===== config.mk =====
export PLATFORM = sky130hd
export DESIGN_NAME = ex_result_buffer
export DESIGN_NICKNAME = d
export VERILOG_FILES = /design/src/rtl/isa_shared.sv /design/src/rtl/fwd_match.sv /design/src/rtl/ex_result_buffer.sv
export SDC_FILE = /design/constraint.sdc
export NUM_CORES = 1
export LEC_CHECK = 0
export CORE_ASPECT_RATIO = 1.1
export CORE_UTILIZATION = 40
export DETAILED_ROUTE_END_ITERATION = 8
export GPL_ROUTABILITY_DRIVEN = 0
export PLACE_DENSITY = 0.67
export SKIP_LAST_GASP = 1
export SYNTH_ARGS = -nofsm -noshare
export SYNTH_HDL_FRONTEND = slang
export SYNTH_HIERARCHICAL = 1
export SYNTH_SLANG_ARGS = --single-unit

===== constraint.sdc =====
create_clock -name clk -period 8.6 [get_ports clk]
set_input_delay 2.58 -clock clk [delete_from_list [all_inputs] [get_ports clk]]
set_output_delay 2.58 -clock clk [all_outputs]
set_load 0.05 [all_outputs]

===== src/rtl/isa_shared.sv =====
// Shared types for the execute-stage result path.
// Holds the buffered ALU result record and buffer occupancy states.
package isa_shared;

  localparam int XLEN = 32;

  typedef struct packed {
    logic [XLEN-1:0] result;
    logic            zero;
    logic            carry;
    logic            overflow;
    logic [4:0]      rd;
    logic            we;
  } ex_result_t;

  typedef enum logic [1:0] {
    EXB_EMPTY,
    EXB_ONE,
    EXB_FULL
  } exbuf_state_t;

endpackage


===== src/rtl/fwd_match.sv =====
// Two-entry forwarding compare for one source register.
// The younger (tail) entry takes priority over the head.
module fwd_match
  import isa_shared::*;
#(
  parameter int DATA_WIDTH = XLEN
) (
  input  logic [4:0]            addr,
  input  logic                  head_valid,
  input  logic                  head_we,
  input  logic [4:0]            head_rd,
  input  logic [DATA_WIDTH-1:0] head_data,
  input  logic                  tail_valid,
  input  logic                  tail_we,
  input  logic [4:0]            tail_rd,
  input  logic [DATA_WIDTH-1:0] tail_data,
  output logic                  hit,
  output logic [DATA_WIDTH-1:0] data
);

  logic head_m;
  logic tail_m;

  assign head_m = head_valid && head_we
               && (head_rd == addr);
  assign tail_m = tail_valid && tail_we
               && (tail_rd == addr);

  always_comb begin
    hit  = head_m | tail_m;
    data = '0;
    if (tail_m) begin
      data = tail_data;
    end else if (head_m) begin
      data = head_data;
    end
  end

endmodule


===== src/rtl/ex_result_buffer.sv =====
// Two-entry skid FIFO between ALU and writeback,
// with register forwarding from the buffered entries.
module ex_result_buffer
  import isa_shared::*;
#(
  parameter int DATA_WIDTH = XLEN
) (
  input  logic                  clk,
  input  logic                  rst_n,
  input  logic                  in_valid,
  output logic                  in_ready,
  input  logic [DATA_WIDTH-1:0] in_result,
  input  logic                  in_zero,
  input  logic                  in_carry,
  input  logic                  in_overflow,
  input  logic [4:0]            in_rd,
  input  logic                  in_we,
  output logic                  out_valid,
  input  logic                  out_ready,
  output logic [DATA_WIDTH-1:0] out_result,
  output logic                  out_zero,
  output logic                  out_carry,
  output logic                  out_overflow,
  output logic [4:0]            out_rd,
  output logic                  out_we,
  input  logic                  flush,
  input  logic [4:0]            fwd_rs1_addr,
  input  logic [4:0]            fwd_rs2_addr,
  output logic                  fwd_rs1_hit,
  output logic                  fwd_rs2_hit,
  output logic [DATA_WIDTH-1:0] fwd_rs1_data,
  output logic [DATA_WIDTH-1:0] fwd_rs2_data
);

  exbuf_state_t state;
  ex_result_t   head;
  ex_result_t   tail;
  ex_result_t   in_entry;
  logic         push;
  logic         pop;
  logic         tail_valid;

  assign in_ready   = (state != EXB_FULL);
  assign out_valid  = (state != EXB_EMPTY);
  assign tail_valid = (state == EXB_FULL);
  assign push       = in_valid & in_ready;
  assign pop        = out_valid & out_ready;

  // x0 writes are squashed at capture time
  assign in_entry = '{
    result:   in_result,
    zero:     in_zero,
    carry:    in_carry,
    overflow: in_overflow,
    rd:       in_rd,
    we:       in_we && (in_rd != 5'd0)
  };

  always_ff @(posedge clk or negedge rst_n) begin
    if (!rst_n) begin
      state <= EXB_EMPTY;
      head  <= '0;
      tail  <= '0;
    end else if (flush) begin
      state <= EXB_EMPTY;
    end else begin
      unique case (state)
        EXB_EMPTY: begin
          if (push) begin
            head  <= in_entry;
            state <= EXB_ONE;
          end
        end
        EXB_ONE: begin
          unique case ({push, pop})
            2'b10: begin
              tail  <= in_entry;
              state <= EXB_FULL;
            end
            2'b11: head  <= in_entry;
            2'b01: state <= EXB_EMPTY;
            default: ;
          endcase
        end
        EXB_FULL: begin
          if (pop) begin
            head  <= tail;
            state <= EXB_ONE;
          end
        end
        default: state <= EXB_EMPTY;
      endcase
    end
  end

  assign out_result   = head.result;
  assign out_zero     = head.zero;
  assign out_carry    = head.carry;
  assign out_overflow = head.overflow;
  assign out_rd       = head.rd;
  assign out_we       = head.we;

  fwd_match #(.DATA_WIDTH(DATA_WIDTH)) u_fwd_rs1 (
    .addr       (fwd_rs1_addr),
    .head_valid (out_valid),
    .head_we    (head.we),
    .head_rd    (head.rd),
    .head_data  (head.result),
    .tail_valid (tail_valid),
    .tail_we    (tail.we),
    .tail_rd    (tail.rd),
    .tail_data  (tail.result),
    .hit        (fwd_rs1_hit),
    .data       (fwd_rs1_data)
  );

  fwd_match #(.DATA_WIDTH(DATA_WIDTH)) u_fwd_rs2 (
    .addr       (fwd_rs2_addr),
    .head_valid (out_valid),
    .head_we    (head.we),
    .head_rd    (head.rd),
    .head_data  (head.result),
    .tail_valid (tail_valid),
    .tail_we    (tail.we),
    .tail_rd    (tail.rd),
    .tail_data  (tail.result),
    .hit        (fwd_rs2_hit),
    .data       (fwd_rs2_data)
  );

endmodule


Yosys cells after proc, flatten, opt, wreduce, memory -nomap -nowiden
Cells that the tools add are included.
- bits in registers: 84
- input bits: 56
- output and inout bits: 109
- logic and storage cells: 61
- equal/unequal tests: 16
- multiplexer cells: 13
- bitwise operators: 5
- reductions and logical operators: 14
- operator list (operator ; count):
    2-to-1 mux 32 bit ; 4
    2-to-1 mux 41 bit ; 3
    one-hot mux 41 bit (3 select lines) ; 1
    equality test 5 bit ; 4
    logical AND 1 bit ; 7
    equality test 2 bit, second input constant ; 3
    2-to-1 mux 2 bit ; 3
    inequality test 2 bit, second input constant ; 3
    inequality test 3 bit, second input constant ; 2
    one-hot mux 2 bit (3 select lines) ; 1
    AND reduction 3 bit ; 2
    AND reduction 5 bit ; 1
    nonzero test 5 bit ; 1
    equality test 2 x 1 -> 1 bit, second input constant ; 2
    inequality test 4 x 3 -> 1 bit, second input constant ; 1
    one-hot mux 2 bit (2 select lines) ; 1
    nonzero test 3 bit ; 1
    AND 1 bit ; 2
    zero test 2 bit ; 1
    inequality test 2 x 1 -> 1 bit, second input constant ; 1
    bitwise OR 1 bit ; 2
    nonzero test 2 bit ; 1
    NOT 1 bit ; 1

Longest topological paths before layout
- depth after elaboration: 6
- gate-level depth with buffers: 6
- mapped depth without buffers: 4

By module
The synthesis kept the hierarchy.
- modules (own cells, without submodules) (module ; instances ; cells an instance ; area an instance (sq um) ; sequential area each (sq um)):
    ex_result_buffer ; 1 ; 240 ; 3831.2 ; 2102.0
    fwd_match ; 2 ; 125 ; 857.1 ; 0.0

Worst setup path before layout
No wires, ideal clock.
- path kind: input to output
- from: input fwd_rs1_addr[2]
- to: output fwd_rs1_data[20]
- arrival: 4.358 ns
- required time: 6.020 ns
- setup slack: 1.662 ns
- stages: 6
- path buffers: 2
- cell sequence: xnor2_1 -> and4_1 -> buf_2 -> buf_4 -> nand4_1 -> mux2i_1
- longest elaborated chain between the ends: 4
- elaborated cells between the ends (all ways): 6
- those cells by class: eq/ne (2); mux (2); reduce/logical (2)
- ends and longest elaborated chain (what ; RTL line ; RTL):
    from (decl) ; ex_result_buffer.sv:27 ; input logic [4:0] fwd_rs1_addr,
    equality test 5 bit ; fwd_match.sv:25 ; && (head_rd == addr);
    logical AND 1 bit ; fwd_match.sv:25 ;
    2-to-1 mux 32 bit ; fwd_match.sv:34 ; end else if (head_m) begin
    2-to-1 mux 32 bit (*) ; fwd_match.sv:32 ; if (tail_m) begin
    to (decl) ; ex_result_buffer.sv:31 ; output logic [DATA_WIDTH-1:0] fwd_rs1_data,
Mark *: on every way between the ends. The rest lies on a longest branch, timed or not.

Final worst setup path
- from: input fwd_rs1_addr[3]
- to: output fwd_rs1_data[31]
Same word-level chain as after synthesis.

==> reports/metrics.csv <==
metric,value,unit
status,"finished, final reports clean",
syn_avg_cell_area,11.3,µm²
vias,4496,
power_density,205,nW/µm²
dp_hpwl,11200,µm
p_total,1530,µW
synth_compound_area_frac,0.00812,
grt_max_degree,85,
fmax,126,MHz
path_common_cell,clkdlybuf4s50_1,
timing.final.hold_violations,0,
cts_tree,yes,
cts_resized,0,
setup_viol,0,
synthAdderAreaFrac,0,
critPathCaptureType,primary output,
vdd_drop_max,135,µV
hold_buffers,0,
post_cts_buffers,0,
grt_pass1_vias,4655,
worstPathMaxFanout,20,
finalCritPeriodShare,0.925,
drt_iter0_drc,263,
crit_slowest_cell,clkdlybuf4s50_1,
crit_family,buffers and inverters,
antenna_cells,0,
area_growth_syn_to_layout,34.6,%
vias_per_cell,5.44,
min_period,7.96,ns
synthXorXnorAreaFrac,0.0316,
cp_cell_sequence,clkdlybuf4s50_1 -> xor2_1 -> nor4_2 -> nand4_4 -> mux2_2 -> clkdlybuf4s50_1,
cp.required,6.02,ns
skew,0.00371,ns
dr.pass1.iters,4,
reg2reg_depth,4,
dieHeight,125,µm
clock-sinks,84,
cts_max_level,3,
cts_buffers,9,
synthSimpleGateAreaFrac,0.112,
root_buffer,clkbuf_16,
ys_ff_latch,84,
drc,0,
initial_core_util,0.415,
wl_per_cell,19.7,µm
dieArea,14300,µm²
maxSlewViolCount,0,
maxCapViolCount,0,
arrival,5.38,ns
routed_wl,16300,µm
grt_usage,0.233,
gr-total-overflow,0,
leakage,0.00354,µW
max_stage_delay,0.80,ns
path_buf_inv,2,
finalSetupTns,0,ns
synth_area,5550,µm²
nets,695,
yosysSeqAreaShare,0.379,
rsz0062_at_grt,no,
clockBufferDepth,2,
antenna_found_initial,0,
criticalPathCategory,in2out,
rows,44,
num-fill-cells,1151,
ant_nets,0,
yosysWarningCount,6,
portBuffers,164,
synthMuxAreaShare,0.388,
core,13400,µm²
worstMarginPinSlew,1.25,ns
hp-class,reg2reg,
die_w,114,µm
ios,165,
grt_pass1_wl,25700,µm
cp.depth,6,
drive_above_1_share,0.336,
synth_top_family_by_area,multiplexers,
clock_latency,0.33,ns
hold_path_depth,1,
relSlewSlack,0.167,
crit_path_start_kind,primary input,
synth_cell_types,34,
syn_inst,490,
path_clk_slew,0.06,ns
syn-num-nets,546,
worst register-to-register path: cells and delay by family, from the launching register on:
kind / cells / cell delay, ns
buffers and inverters: 1 / 0.64
flip-flops: 1 / 0.44
multiplexers: 2 / 0.67
AND/OR/NAND/NOR: 1 / 0.54
cell usage in the layout (no fill, tap or decap), types with 2 or more instances in the layout:
master and count:
a21oi_1 2, and2_1 2, and4_1 2, buf_4 67, clkbuf_1 3, clkbuf_16 9
clkdlybuf4s50_1 108, dfrtp_1 84, inv_1 56, mux2_1 5, mux2_2 92, mux2_4 34
mux2i_1 55, nand2_1 5, nand3_1 2, nand4_1 66, nand4_4 2, nor2_1 11
nor4_2 2, o21ai_0 2, xnor2_1 10, xnor2_2 2, xor2_1 8
synth_stat cells (all sizes together):
cell type | n | share of area
mux2 | 131 | 0.29
dfrtp | 84 | 0.38
nand4 | 68 | 0.079
inv | 56 | 0.038
mux2i | 55 | 0.099
buf | 31 | 0.039
xnor2 | 12 | 0.019
nor2 | 11 | 0.0074
xor2 | 8 | 0.013
clkbuf | 6 | 0.0041
nand2 | 5 | 0.0034
a21oi | 3 | 0.0034
and2 | 2 | 0.0023
and4 | 2 | 0.0032
nand3 | 2 | 0.0018
nor2b | 2 | 0.0027
nor4 | 2 | 0.0045
o21ai | 2 | 0.0018
nand2b | 1 | 0.0011
nand3b | 1 | 0.0014
nor3 | 1 | 0.00090
nor3b | 1 | 0.0023
o21a | 1 | 0.0014
o22a | 1 | 0.0016
or2 | 1 | 0.0011
or4 | 1 | 0.0014
through the flow:
step / utilization / instances / setup WS [ns] / hold slack (ns) / area (µm²)
2_1_floorplan: - / 490 / 1.66 / 0.481 / 5550
3_3_place_gp: 0.536 / 812 / 0.692 / 0.491 / 7180
3_5_place_dp: 0.536 / 812 / 0.638 / 0.496 / 7180
4_1_cts: 0.558 / 827 / 0.632 / 0.510 / 7460
5_1_grt: 0.558 / 827 / 0.535 / 0.529 / 7460
6_report: 0.558 / 827 / 0.643 / 0.508 / 7460
final cells by class:
type	count	area (µm²)	share of cell area
Multi-Input combinational cell	313	3050	0.409
Sequential cell	84	2100	0.282
Timing Repair Buffer	175	1580	0.212
Clock buffer	13	250	0.0335
Tap cell	184	230	0.0309
Inverter	56	210	0.0282
Clock inverter	2	35.0	0.00469
sequential cells by signal, indices dropped and copies added, names as in the netlist:
signal,count
out_carry,1
out_overflow,1
out_rd,5
out_result,32
out_we,1
out_zero,1
state,2
tail,41
power by group:
part           internal, µW  switching, µW
logic                   226            325
registers               491            113
clock network           231            145
final timing paths:
| check | start | to | slack [ns] |
|---|---|---|---|
| max in group asynchronous | rst_n | tail[40]$_DFFE_PN0P_ | 5.41 |
| worst max register to register | state[1]$_DFFE_PN0P_ | out_rd[3]$_DFFE_PN0P_ | 6.19 |
| min in group asynchronous | rst_n | out_result[12]$_DFFE_PN0P_ | 2.45 |
| worst min-delay path | out_carry$_DFFE_PN0P_ | out_carry$_DFFE_PN0P_ | 0.51 |
| worst max-delay path | fwd_rs1_addr[3] | fwd_rs1_data[31] | 0.64 |
| worst min register to register | out_carry$_DFFE_PN0P_ | out_carry$_DFFE_PN0P_ | 0.51 |
cells by family after synthesis:
kind of cell / count (synthesis)
compound gates: 7
xor+xnor: 20
buf+inv: 93
flops: 84
mux: 186
simple gates: 100
layer usage:
layer | track usage | share of wire
met1 | 0.295 | 0.42
met2 | 0.393 | 0.49
met3 | 0.0368 | 0.056
met4 | 0.0940 | 0.027
met5 | 0 | 0
No activity file was read; power rests on OpenSTA's default activity.
